==> config.mk <==
export PLATFORM = sky130hd
export DESIGN_NAME = tx_dma_req_split
export DESIGN_NICKNAME = d
export VERILOG_FILES = /design/src/rtl/tx_dma_req_split.sv
export SDC_FILE = /design/constraint.sdc
export NUM_CORES = 1
export LEC_CHECK = 0
export ABC_AREA = 1
export CAP_MARGIN = 20
export CELL_PAD_IN_SITES_DETAIL_PLACEMENT = 0
export CELL_PAD_IN_SITES_GLOBAL_PLACEMENT = 1
export CORE_ASPECT_RATIO = 1.5
export CORE_MARGIN = 5
export CORE_UTILIZATION = 30
export CTS_CLUSTER_SIZE = 20
export DETAILED_ROUTE_END_ITERATION = 10
export PLACE_DENSITY_LB_ADDON = 0.1
export SYNTH_ARGS = -nofsm -noshare
export SYNTH_HDL_FRONTEND = slang
export SYNTH_SLANG_ARGS = --single-unit
export TNS_END_PERCENT = 100
==> constraint.sdc <==
create_clock -name s_ul_clk -period 4.14 [get_ports s_ul_clk]
set_clock_uncertainty 0.1 [all_clocks]
set_input_delay 0.828 -clock s_ul_clk [delete_from_list [all_inputs] [get_ports s_ul_clk]]
set_output_delay 0.828 -clock s_ul_clk [all_outputs]
set_load 0.005 [all_outputs]
==> src/rtl/tx_dma_req_split.sv <==
// tx_dma_req_split: announces each host buffer to the fill tracker, then splits it into MRRS- and 4KB-bounded PCIe reads.
// Optional feature macro TX_REQ_OUTSTANDING_LIMIT_EN adds the in-flight counter, MAX_OUTSTANDING throttle and underflow flag.
`timescale 1ns/1ps
module tx_dma_req_split #(
  parameter int WIDTH           = 16,
  parameter int ADDR_WIDTH      = 32,
  parameter int MAX_OUTSTANDING = 8
) (
  input  logic                  s_ul_clk,
  input  logic                  reset,
  input  logic                  desc_valid,
  output logic                  desc_ready,
  input  logic [ADDR_WIDTH-1:0] desc_addr,
  input  logic [WIDTH-1:0]      desc_size,
  input  logic [4:0]            desc_idx,
  input  logic [2:0]            cfg_mrrs,
  output logic                  incb_valid,
  input  logic                  incb_ready,
  output logic [WIDTH-1:0]      incb_size,
  output logic [4:0]            incb_idx,
  output logic                  rq_valid,
  input  logic                  rq_ready,
  output logic [ADDR_WIDTH-1:0] rq_addr,
  output logic [10:0]           rq_len_dw,
  output logic [4:0]            rq_idx,
  output logic                  rq_last,
  input  logic                  cpl_done,
  output logic [3:0]            outstanding,
  output logic                  busy,
  output logic                  err_underflow
);

  typedef enum logic [1:0] {IDLE, ANNOUNCE, SPLIT, ISSUE} state_t;

  state_t                state_q, state_d;
  logic [ADDR_WIDTH-1:0] cur_addr_q, cur_addr_d;
  logic [WIDTH-1:0]      remaining_q, remaining_d;
  logic [4:0]            cur_idx_q, cur_idx_d;
  logic [12:0]           chunk_q, chunk_d;

  logic [12:0]           mrrs_bytes;
  logic [12:0]           bnd_bytes;
  logic [WIDTH-1:0]      chunk_w;
  logic                  throttled;
  logic                  rq_hs;
  logic                  unused_lsb;

  // Descriptor address/size are DWORD granular; the low bits are dropped on capture.
  assign unused_lsb = ^{desc_addr[1:0], desc_size[1:0]};

  always_comb begin
    mrrs_bytes = 13'd4096;
    case (cfg_mrrs)
      3'd0:    mrrs_bytes = 13'd128;
      3'd1:    mrrs_bytes = 13'd256;
      3'd2:    mrrs_bytes = 13'd512;
      3'd3:    mrrs_bytes = 13'd1024;
      3'd4:    mrrs_bytes = 13'd2048;
      default: mrrs_bytes = 13'd4096;
    endcase
  end

  // Bytes left before the next 4 KB page boundary, 1..4096.
  assign bnd_bytes = 13'd4096 - {1'b0, cur_addr_q[11:0]};

  always_comb begin
    chunk_w = remaining_q;
    if (WIDTH'(mrrs_bytes) < chunk_w) chunk_w = WIDTH'(mrrs_bytes);
    if (WIDTH'(bnd_bytes) < chunk_w)  chunk_w = WIDTH'(bnd_bytes);
  end

  assign desc_ready = (state_q == IDLE);
  assign incb_valid = (state_q == ANNOUNCE);
  assign rq_valid   = (state_q == ISSUE) && !throttled;
  assign rq_last    = (state_q == ISSUE) && (remaining_q == WIDTH'(chunk_q));
  assign rq_hs      = rq_valid && rq_ready;
  assign busy       = (state_q != IDLE);

  assign incb_size  = remaining_q;
  assign incb_idx   = cur_idx_q;
  assign rq_addr    = cur_addr_q;
  assign rq_len_dw  = 11'(chunk_q >> 2);
  assign rq_idx     = cur_idx_q;

  always_comb begin
    state_d     = state_q;
    cur_addr_d  = cur_addr_q;
    remaining_d = remaining_q;
    cur_idx_d   = cur_idx_q;
    chunk_d     = chunk_q;
    case (state_q)
      IDLE: begin
        if (desc_valid) begin
          cur_addr_d  = {desc_addr[ADDR_WIDTH-1:2], 2'b00};
          remaining_d = {desc_size[WIDTH-1:2], 2'b00};
          cur_idx_d   = desc_idx;
          state_d     = ANNOUNCE;
        end
      end
      ANNOUNCE: begin
        if (incb_ready) state_d = (remaining_q == '0) ? IDLE : SPLIT;
      end
      SPLIT: begin
        chunk_d = 13'(chunk_w);
        state_d = ISSUE;
      end
      ISSUE: begin
        if (rq_hs) begin
          cur_addr_d  = cur_addr_q + ADDR_WIDTH'(chunk_q);
          remaining_d = remaining_q - WIDTH'(chunk_q);
          state_d     = rq_last ? IDLE : SPLIT;
        end
      end
      default: state_d = IDLE;
    endcase
  end

  always_ff @(posedge s_ul_clk) begin
    if (reset) begin
      state_q     <= IDLE;
      cur_addr_q  <= '0;
      remaining_q <= '0;
      cur_idx_q   <= '0;
      chunk_q     <= '0;
    end else begin
      state_q     <= state_d;
      cur_addr_q  <= cur_addr_d;
      remaining_q <= remaining_d;
      cur_idx_q   <= cur_idx_d;
      chunk_q     <= chunk_d;
    end
  end

`ifdef TX_REQ_OUTSTANDING_LIMIT_EN
  logic [3:0] outstanding_q, outstanding_d;
  logic       err_underflow_q, err_underflow_d;

  assign throttled = (outstanding_q >= 4'(MAX_OUTSTANDING));

  // A completion and an issue in the same cycle cancel out.
  always_comb begin
    outstanding_d   = outstanding_q;
    err_underflow_d = err_underflow_q;
    if (rq_hs && !cpl_done) begin
      outstanding_d = outstanding_q + 4'd1;
    end else if (cpl_done && !rq_hs && (outstanding_q != 4'd0)) begin
      outstanding_d = outstanding_q - 4'd1;
    end
    if (cpl_done && (outstanding_q == 4'd0)) err_underflow_d = 1'b1;
  end

  always_ff @(posedge s_ul_clk) begin
    if (reset) begin
      outstanding_q   <= '0;
      err_underflow_q <= 1'b0;
    end else begin
      outstanding_q   <= outstanding_d;
      err_underflow_q <= err_underflow_d;
    end
  end

  assign outstanding   = outstanding_q;
  assign err_underflow = err_underflow_q;
`else
  logic unused_cpl_done;

  // Tag credits live in the PCIe core; completions are not tracked here.
  assign unused_cpl_done = cpl_done;
  assign throttled       = 1'b0;
  assign outstanding     = 4'd0;
  assign err_underflow   = 1'b0;
`endif

endmodule

==> impl_metrics.ini <==
[synth]
synth_ff_type = dfxtp_1
ys_ff_latch = 68
yosys.area.top_type = dfxtp_1
synthCells = 883
synth-seq-area-share = 0.235
async_flop_share = 0
synth_top_area_share = 0.235
yosys-top-cells-area = dfxtp_1, nand2_1, ha_1, a21oi_1, inv_1
postSynthAreaPerCell_um2 = 6.55
yosys_warnings = 0
netlist_area_um2 = 5780
synth_cell_type_count = 48
synth_edf_count = 0

[clocking]
clock_latency_ns = 0.35
root_buffer = clkbuf_16
path_clk_slew_ns = 0.06
cts_buffer_depth = 2
postCtsSetupBuffers = 0
cts_made_buffers = 9
cts_hold_buf = 0
htree_levels = 3
ctsResizeCount = 0
clock_sinks = 68
cts_tree = yes

[drt]
viasPerCell = 4.87
wl_per_cell_um = 17.1
route.final.wire_length_um = 21800
antenna_left = 0
first_pass_iters = 4
drt_iter0_markers = 262
vias = 6194
drc = 0

[pwr]
p_leak_nw = 3.21
totalPowerFinal_mw = 3.31
power.density_nw_per_um2 = 432
ir_worst_vdd_mv = 0.155

[sta]
fin_tns_setup_ns = 0
finalHoldViolCount = 0
setup_viol = 0
fin_crit_sh = 0.916
slew_headroom = 0.412
worst_pin_slew_ns = 0.881
setup_ws_ns = 0.347
maxSlewViolCount = 0
fmax_mhz = 264
period_needed_ns = 3.79
rsz0062_at_grt = false

[floorplanning]
rows = 62
die_area_um2 = 22200
die_x_um = 123
core_area_um2 = 19100
die_h_um = 180
floorplan.initialDensity = 0.303
ios = 141

[worst_setup_path]
crit_family = simple AND/OR/NAND/NOR gates
endpoint_kind = register
worstSetupPathType = input pin to register
timing.critical_path.mode_cell = nand2_1
critical_path.max_stage_delay_ns = 0.46
startpoint_type = input pin
crit_slowest_cell = clkdlybuf4s50_1
cp_num_buf_inv = 4
worst-path-max-fanout = 13
path_cells = clkdlybuf4s50_1, nor2_1, inv_1, nor2_2, ha_1, a21oi_1, nand2_1, a21oi_2, nand2_1, nand2_1, o21ai_0, buf_4, ha_1, nor3b_1, buf_4, nand2_4, nand2_4, nand2_1, nand3_1, a21oi_1
r2r-start = rq_addr[2]
worstPathArrival_ns = 3.90
startpoint = cfg_mrrs[0]
required_ns = 4.25

[placement]
place_ws_ns = -0.205
dp_cells = 1254
place_congestion = 0.867
port-buffer-count = 130
dp.final_hpwl_um = 17000

[grt]
grt_overflow = 0
grt_max_degree = 48
antenna_found_initial = 0
grt_use_total = 0.198
grt_first_pass_wirelength_um = 33900
grt_pass1_vias = 6207

[status]
outcome = completed

[min_path]
hold_path.class = register to register
holdCritStartpoint = rq_addr[31]

[finish]
finish.utilization = 0.401
n_antenna_cell = 0
final_cell_mix = nand2_1, clkdlybuf4s50_1, a21oi_1
nets = 1119
instances_no_fill = 1271
syn_to_final_growth_pct = 32.5
final_common_cell = nand2_1
drive_gt1_frac = 0.0837

[run]
maxCapViolCount = 0
-- flip-flops by register name, summed over array words and instances, names as in the netlist --
register   cells
chunk_q       13
incb_idx       5
incb_size     16
rq_addr       32
state_q        2
-- synthesized netlist by cell type (4+ instances only) --
library cell and count:
o21ai_1 19, nand3b_1 4, nand3_1 61, a211oi_1 6, o211ai_1 4, clkbuf_1 14, nor2_1 78, buf_4 21
a221oi_1 17, o21ai_0 31, nand4_1 13, ha_1 45, a21o_1 4, buf_1 9, a31oi_1 4, dfxtp_1 68
or2_1 6, a21oi_1 99, xor2_1 20, nand2_1 187, nor3_1 14, xnor2_1 14, nand2_2 4, inv_2 14
inv_1 90
-- worst reg2reg max path, stage by stage (launching register included) --
cell and delay (ns):
dfxtp_1 0.39, nor3_1 0.21, buf_4 0.15, nand4_1 0.12, nor3_1 0.32, nand2_1 0.11, xor2_1 0.32, inv_1 0.09
ha_1 0.32, a21oi_1 0.16, o21ai_1 0.12, a21oi_4 0.20, buf_4 0.19, nand3_1 0.08, nand3_1 0.09, a21oi_1 0.06
-- power breakdown --
group	total (mW)	leakage (nW)	internal [mW]	switching (mW)
clock	0.805	0.142	0.467	0.338
sequential	0.883	0.560	0.743	0.140
combinational	1.62	2.51	0.729	0.889
total	3.31	3.21	1.94	1.37
-- path summary, 6_finish.rpt --
check                      to  slack [ns]  cells after the start
setup / recovery   chunk_q[7]        0.35                     20
hold / removal    rq_addr[31]        0.40                      2
setup reg to reg   chunk_q[7]        0.96                     15
hold reg to reg   rq_addr[31]        0.40                      2
-- cell type report --
cell class / instances / area [um^2]
Fill cell: 2134 / 11400
Multi-Input combinational cell: 661 / 3730
Timing Repair Buffer: 165 / 1560
Sequential cell: 68 / 1360
Inverter: 105 / 394
Tap cell: 256 / 320
Clock buffer: 10 / 229
Clock inverter: 6 / 65.1
-- layer usage --
metal | up-vias | global-route usage | share of wire
li1 | 3174 | - | -
met4 | 0 | 0.0696 | 0.024
met3 | 27 | 0.0255 | 0.038
met2 | 142 | 0.368 | 0.53
met1 | 2851 | 0.227 | 0.40
met5 | - | 0 | 0
-- kinds of logic (layout without fill, tap and decap cells) --
family	after synthesis	in the layout	share of synthesized area
AOI/OAI and AO/OA	197	197	0.199
xor gates and xnor gates	34	34	0.0515
adders and majority gates	47	47	0.104
buffers and inverters	159	286	0.129
DFF	68	68	0.235
other	1	5	0.000649
and+or+nand+nor	377	378	0.280
-- through the flow --
step / area [um^2] / hold slack (ns)
global route: 7660 / 0.445
detailed placement: 7340 / 0.393
CTS: 7630 / 0.407
floorplan: 5800 / 0.366
finish: 7660 / 0.403
global placement: 7340 / 0.395
No activity file was read; power rests on OpenSTA's default activity.
